### src/rtl/bus_arbiter_pkg.sv
`default_nettype none
// ============================================================================
// Module      : bus_arbiter_pkg
// Description : Shared types and constants for the bus arbiter slice:
//               FSM state encoding, default sizing and the bus data width.
// Revision    : 1.0 - initial release
// ============================================================================
package bus_arbiter_pkg;

  localparam int BUS_W               = 32;
  localparam int DEFAULT_NUM_MASTERS = 2;
  localparam int DEFAULT_MAX_HOLD    = 4;

  typedef enum logic [1:0] {
    ST_IDLE   = 2'd0,
    ST_ACCESS = 2'd1,
    ST_DONE   = 2'd2
  } arb_state_e;

  // Width of an index able to address n masters (at least one bit).
  function automatic int idx_width(input int n);
    return (n > 1) ? $clog2(n) : 1;
  endfunction

endpackage : bus_arbiter_pkg
`default_nettype wire

### src/rtl/bus_arbiter_rr_pick.sv
`default_nettype none
// ============================================================================
// Module      : bus_arbiter_rr_pick
// Description : Combinational winner selection. Default build scans the
//               request vector round-robin starting one past last_i.
//               With RISKOW_ARB_FIXED_PRIO_EN defined, the lowest requesting
//               index wins and last_i is not used.
// Revision    : 1.0 - initial release
// ============================================================================
module bus_arbiter_rr_pick
  import bus_arbiter_pkg::*;
#(
  parameter int NUM_MASTERS = DEFAULT_NUM_MASTERS,
  parameter int IDXW        = idx_width(NUM_MASTERS)
) (
  input  logic [NUM_MASTERS-1:0] req_i,
  input  logic [IDXW-1:0]        last_i,
  output logic [NUM_MASTERS-1:0] winner_o,
  output logic                   valid_o
);

  logic            found;
  logic [IDXW-1:0] idx;

`ifdef RISKOW_ARB_FIXED_PRIO_EN
  logic unused_last;
  assign unused_last = ^last_i;

  // Fixed priority: first requester from index 0 upward takes the bus.
  always_comb begin
    winner_o = '0;
    found    = 1'b0;
    idx      = '0;
    for (int i = 0; i < NUM_MASTERS; i++) begin
      idx = IDXW'(i);
      if (!found && req_i[idx]) begin
        winner_o[idx] = 1'b1;
        found         = 1'b1;
      end
    end
  end
`else
  // Round-robin: scan last_i+1, last_i+2, ... wrapping, so last_i is checked last.
  always_comb begin
    winner_o = '0;
    found    = 1'b0;
    idx      = '0;
    for (int off = 1; off <= NUM_MASTERS; off++) begin
      idx = IDXW'((int'(last_i) + off) % NUM_MASTERS);
      if (!found && req_i[idx]) begin
        winner_o[idx] = 1'b1;
        found         = 1'b1;
      end
    end
  end
`endif

  assign valid_o = |req_i;

endmodule : bus_arbiter_rr_pick
`default_nettype wire

### src/rtl/bus_arbiter.sv
`default_nettype none
// ============================================================================
// Module      : bus_arbiter
// Description : Shares one memory bus among NUM_MASTERS requesters. One
//               transfer in flight at a time (IDLE -> ACCESS -> DONE).
//               Round-robin arbitration with an optional per-master lock,
//               capped at MAX_HOLD consecutive grants.
//               Build option RISKOW_ARB_FIXED_PRIO_EN selects fixed priority
//               (lowest index wins) instead of round-robin.
// Revision    : 1.0 - initial release
// ============================================================================
module bus_arbiter
  import bus_arbiter_pkg::*;
#(
  parameter int NUM_MASTERS = DEFAULT_NUM_MASTERS,
  parameter int MAX_HOLD    = DEFAULT_MAX_HOLD
) (
  input  logic                         clk,
  input  logic                         reset,
  input  logic [NUM_MASTERS-1:0]       masterReq,
  input  logic [NUM_MASTERS-1:0]       masterWe,
  input  logic [BUS_W*NUM_MASTERS-1:0] masterAddr,
  input  logic [BUS_W*NUM_MASTERS-1:0] masterData,
  input  logic [NUM_MASTERS-1:0]       masterLock,
  output logic [NUM_MASTERS-1:0]       masterAck,
  output logic [BUS_W-1:0]             masterDataIn,
  output logic [NUM_MASTERS-1:0]       grant,
  output logic [BUS_W-1:0]             busAddress,
  output logic [BUS_W-1:0]             busDataOut,
  output logic                         busWriteEnable,
  input  logic [BUS_W-1:0]             busDataIn,
  input  logic                         busReady
);

  localparam int              IDXW     = idx_width(NUM_MASTERS);
  localparam int              HW       = $clog2(MAX_HOLD + 1);
  localparam logic [HW-1:0]   HOLD_MAX = HW'(MAX_HOLD);
  localparam logic [HW-1:0]   HOLD_ONE = HW'(1);
  localparam logic [IDXW-1:0] LAST_RST = IDXW'(NUM_MASTERS - 1);

  // Registered state
  arb_state_e             state_q;
  logic [NUM_MASTERS-1:0] grant_q;
  logic [NUM_MASTERS-1:0] ack_q;
  logic [BUS_W-1:0]       data_in_q;
  logic [BUS_W-1:0]       addr_q;
  logic [BUS_W-1:0]       wdata_q;
  logic                   we_q;
  logic [IDXW-1:0]        idx_q;
  logic [IDXW-1:0]        last_q;
  logic [HW-1:0]          hold_q;

  // Arbitration results for the current IDLE cycle
  logic [NUM_MASTERS-1:0] rr_winner;
  logic                   rr_valid;
  logic [NUM_MASTERS-1:0] last_vec_d;
  logic                   lock_ok_d;
  logic [NUM_MASTERS-1:0] winner_d;
  logic [IDXW-1:0]        win_idx_d;
  logic [BUS_W-1:0]       addr_d;
  logic [BUS_W-1:0]       wdata_d;
  logic                   we_d;

  bus_arbiter_rr_pick #(
    .NUM_MASTERS (NUM_MASTERS),
    .IDXW        (IDXW)
  ) u_pick (
    .req_i    (masterReq),
    .last_i   (last_q),
    .winner_o (rr_winner),
    .valid_o  (rr_valid)
  );

  // Lock override: the previous owner keeps the bus while it still requests, locks and is under the cap.
  always_comb begin
    last_vec_d = '0;
    for (int i = 0; i < NUM_MASTERS; i++) begin
      last_vec_d[i] = (last_q == IDXW'(i));
    end
    lock_ok_d = masterReq[last_q] & masterLock[last_q] & (hold_q < HOLD_MAX);
    winner_d  = lock_ok_d ? last_vec_d : rr_winner;
  end

  // Mux the winning master's index and transfer attributes from the one-hot winner.
  always_comb begin
    win_idx_d = '0;
    addr_d    = '0;
    wdata_d   = '0;
    we_d      = 1'b0;
    for (int i = 0; i < NUM_MASTERS; i++) begin
      if (winner_d[i]) begin
        win_idx_d = IDXW'(i);
        addr_d    = masterAddr[i*BUS_W +: BUS_W];
        wdata_d   = masterData[i*BUS_W +: BUS_W];
        we_d      = masterWe[i];
      end
    end
  end

  // Transfer FSM; every bus-facing output is registered here.
  always_ff @(posedge clk or negedge reset) begin
    if (!reset) begin
      state_q   <= ST_IDLE;
      grant_q   <= '0;
      ack_q     <= '0;
      data_in_q <= '0;
      addr_q    <= '0;
      wdata_q   <= '0;
      we_q      <= 1'b0;
      idx_q     <= '0;
      last_q    <= LAST_RST;
      hold_q    <= '0;
    end else begin
      case (state_q)
        ST_IDLE: begin
          ack_q <= '0;
          if (rr_valid) begin
            grant_q <= winner_d;
            idx_q   <= win_idx_d;
            addr_q  <= addr_d;
            wdata_q <= wdata_d;
            we_q    <= we_d;
            if (!lock_ok_d) begin
              hold_q <= '0;
            end
            state_q <= ST_ACCESS;
          end else begin
            we_q <= 1'b0;
          end
        end
        ST_ACCESS: begin
          if (busReady) begin
            data_in_q <= busDataIn;
            ack_q     <= grant_q;
            we_q      <= 1'b0;
            state_q   <= ST_DONE;
          end
        end
        ST_DONE: begin
          ack_q   <= '0;
          last_q  <= idx_q;
          hold_q  <= (hold_q == HOLD_MAX) ? hold_q : hold_q + HOLD_ONE;
          grant_q <= '0;
          state_q <= ST_IDLE;
        end
        default: begin
          state_q <= ST_IDLE;
        end
      endcase
    end
  end

  assign masterAck      = ack_q;
  assign masterDataIn   = data_in_q;
  assign grant          = grant_q;
  assign busAddress     = addr_q;
  assign busDataOut     = wdata_q;
  assign busWriteEnable = we_q;

endmodule : bus_arbiter
`default_nettype wire

### config.mk
export PLATFORM = sky130hd
export DESIGN_NAME = bus_arbiter
export DESIGN_NICKNAME = d
export VERILOG_FILES = /design/src/rtl/bus_arbiter_pkg.sv /design/src/rtl/bus_arbiter_rr_pick.sv /design/src/rtl/bus_arbiter.sv
export SDC_FILE = /design/constraint.sdc
export NUM_CORES = 1
export LEC_CHECK = 0
export CAP_MARGIN = 20
export CORE_MARGIN = 3
export CORE_UTILIZATION = 39
export DETAILED_ROUTE_END_ITERATION = 12
export GPL_ROUTABILITY_DRIVEN = 0
export PLACE_DENSITY = 0.92
export SLEW_MARGIN = 20
export SYNTH_ARGS = -nofsm -noshare
export SYNTH_HDL_FRONTEND = slang
export SYNTH_SLANG_ARGS = --single-unit
### constraint.sdc
create_clock -name clk -period 1.9 [get_ports clk]
set_input_delay 0.475 -clock clk [delete_from_list [all_inputs] [get_ports clk]]
set_output_delay 0.475 -clock clk [all_outputs]
set_load 0.01 [all_outputs]
==> reports/metrics.cfg <==
[timing]
clock_skew_ns = 0.00629
fmax_mhz = 553
rsz0062_at_grt = false
maxSlewViolCount = 0
min_period_ns = 1.81
tightest_slew_ns = 0.570
fin_crit_sh = 0.951
finalSetupViolations = 0
hold_ws_ns = 0.0823
relSlewSlack = 0.620
hold_viol_final = 0

[clock_network]
cts_tree = yes
postCtsResizedCells = 0
root_buffer = clkbuf_16
cts_made_buffers = 9
post_cts_buffers = 0
cts.sinks = 108
htree_levels = 3
clock_path_buffers = 2
cts-hold-fix-buffers = 0
clkLatencyLatePin_ns = 0.36
path_clk_slew_ns = 0.07

[setup_path]
cp_slowest_cell = clkdlybuf4s50_1
crit_path_start_kind = flop
path_cells = clkdlybuf4s50_1
cp.arrival_ns = 1.33
critPathTopFamily = buffers and inverters
endpoint_kind = primary output
cp.required_ns = 1.42
crit_type = flop to primary output
cp.depth = 1
crit_start = busDataOut[13]
crit_buf_inv = 1
reg2reg_depth = 5
reg2reg_setup_slack_ns = 0.14
critPathCapture = busDataOut[13]
path_max_fanout = 2
r2r-start = last_q
cp_slowest_stage_delay_ns = 0.57
reg2reg_to = busAddress[7]

[global_routing]
antenna_found_initial = 0
grt_max_degree = 56
grt_usage = 0.241
grt_first_pass_wirelength_mm = 26.7
grt-ovfl-total = 0
grt_pass1_vias = 4963

[power_and_ir_drop]
sequentialPowerShare = 0.358
p_per_area_nw_per_um2 = 1380
p_comb_frac = 0.470
p_switching_mw = 3.76
clkPwrFrac = 0.172
peakVddDrop_mv = 0.690
power_leakage_nw = 3.57
intPower_mw = 7.49
netSwitchingFraction = 0.334

[logic_synthesis]
synth_area_leaders = dfrtp_1 55%, a221o_1 13%, nand2_1 8.1%
synth_seq_cells = 108
post-synth-top-area-cell = dfrtp_1
synth_edf_count = 0
synth_area_per_cell_um2 = 9.75
synthArstFlopShare = 1.00
synth.most_common_cell = dfrtp_1
syn_nets = 671
ys_warn_count = 0
synthTopCellsByCount = 107 x dfrtp_1, 105 x nand2_1, 68 x nand3_1, 68 x nor2_1, 64 x a221o_1
synth_top_area_share = 0.549
syn-cell-area_um2 = 4880
ys_types = 36
postSynthCellCount = 500
synth_sequential_area_ratio = 0.555
ys.flop_type = dfrtp_1

[detailed_routing]
viasPerCell = 5.35
via_count = 4972
wl_per_cell_um = 17.8
wl_mm = 16.6
drc = 0
ant_nets = 0
drtPass1Iterations = 5
drt-initial-drc-count = 449

[cells_and_area]
nets = 928
final_cell_area_um2 = 8170
drive_above_1_share = 0.0656
fillers = 918
synthToLayoutAreaGrowth_pct = 67.6
antenna_cells = 0

[die]
dieHeight_um = 118
core-area_um2 = 12100
rows = 40
start_util = 0.403
io_pins = 270
die_area_um2 = 13900
die_x_um = 118

[status]
status = finished clean

[placement]
io_buffers = 269
placed_area_um2 = 7870
hpwl_mm = 12.0

[hold_path]
hold_path.class = input port to async pin

[flow_run]
maxCapViolCount = 0

==> flip-flops by register name, summed over array words and instances, names as in the netlist <==
| register | cells |
|---|---|
| idx_q | 1 |
| state_q | 2 |
| masterAck | 2 |
| hold_q | 3 |
| busAddress | 32 |
| last_q | 1 |
| masterDataIn | 32 |
| grant | 2 |
| busDataOut | 32 |
| busWriteEnable | 1 |
==> through the flow <==
stage / setup slack (ns) / setup TNS [ns] / instances / util / power (mW)
2_1_floorplan: 0.202 / 0 / 500 / - / 6.18
3_3_place_gp: -0.175 / -10.36 / 914 / 0.650 / 9.20
3_5_place_dp: -0.250 / -14.13 / 914 / 0.650 / 9.35
4_1_cts: 0.0779 / 0 / 930 / 0.675 / 11.3
5_1_grt: 0.0555 / 0 / 930 / 0.675 / 11.9
6_report: 0.0923 / 0 / 930 / 0.675 / 11.2
==> cells in the final DEF (no fill, tap or decap), types with 2 or more instances in the layout <==
| cell type | netlist | final |
|---|---|---|
| inv_2 | 2 | 2 |
| clkdlybuf4s50_1 | 0 | 267 |
| nand2_1 | 105 | 105 |
| nor2_1 | 68 | 68 |
| clkbuf_16 | 0 | 9 |
| o21ai_0 | 7 | 7 |
| clkinv_2 | 0 | 2 |
| buf_4 | 0 | 12 |
| o31ai_1 | 2 | 2 |
| nor2b_1 | 3 | 3 |
| a22o_1 | 2 | 2 |
| buf_12 | 0 | 12 |
| a221o_1 | 64 | 64 |
| inv_1 | 4 | 4 |
| nor2_4 | 0 | 2 |
| clkbuf_8 | 0 | 2 |
| nand3_1 | 68 | 68 |
| ha_1 | 2 | 2 |
| dfrtp_1 | 107 | 107 |
==> final cells by class <==
| cell class | instances | area (µm²) | share of cell area |
|---|---|---|---|
| clock buffer | 12 | 256 | 0.0314 |
| clock inverter | 4 | 47.5 | 0.00582 |
| inverter | 6 | 22.5 | 0.00276 |
| multi-input combinational | 340 | 1920 | 0.235 |
| sequential | 108 | 2700 | 0.331 |
| tap | 168 | 210 | 0.0257 |
| timing repair buffer | 292 | 3010 | 0.368 |
==> power by group through the flow <==
stage / clock, mW / combinational (mW) / sequential (mW)
5_1_grt: 2.05 / 5.66 / 4.16
3_3_place_gp: 0 / 5.20 / 3.99
2_1_floorplan: 0 / 1.78 / 4.40
3_5_place_dp: 0 / 5.32 / 4.03
4_1_cts: 1.97 / 5.33 / 4.02
6_report: 1.94 / 5.28 / 4.03
==> how the worst min path moves through the flow <==
stage | from | to | slack [ns]
2_1_floorplan | reset | busAddress[0] | 0.18
3_3_place_gp | masterDataIn[29] | masterDataIn[29] | 0.46
3_5_place_dp | masterDataIn[28] | masterDataIn[28] | 0.46
4_1_cts | reset | busAddress[21] | 0.09
5_1_grt | reset | busAddress[24] | 0.11
6_report | reset | busAddress[17] | 0.08
==> metal layers <==
metal | global-route usage | routed length, µm
met1 | 0.293 | 6380
met3 | 0.0673 | 1220
met5 | 0 | 0
met4 | 0.106 | 559
met2 | 0.400 | 8400
==> logic make-up after synthesis <==
family | share of synthesized area
flops | 0.555
simple gates | 0.221
fa+ha+maj | 0.00513
buf+inv | 0.0552
compound gates | 0.163
xor+xnor | 0.00180
Note: power is estimated with default switching activity, not from simulation.
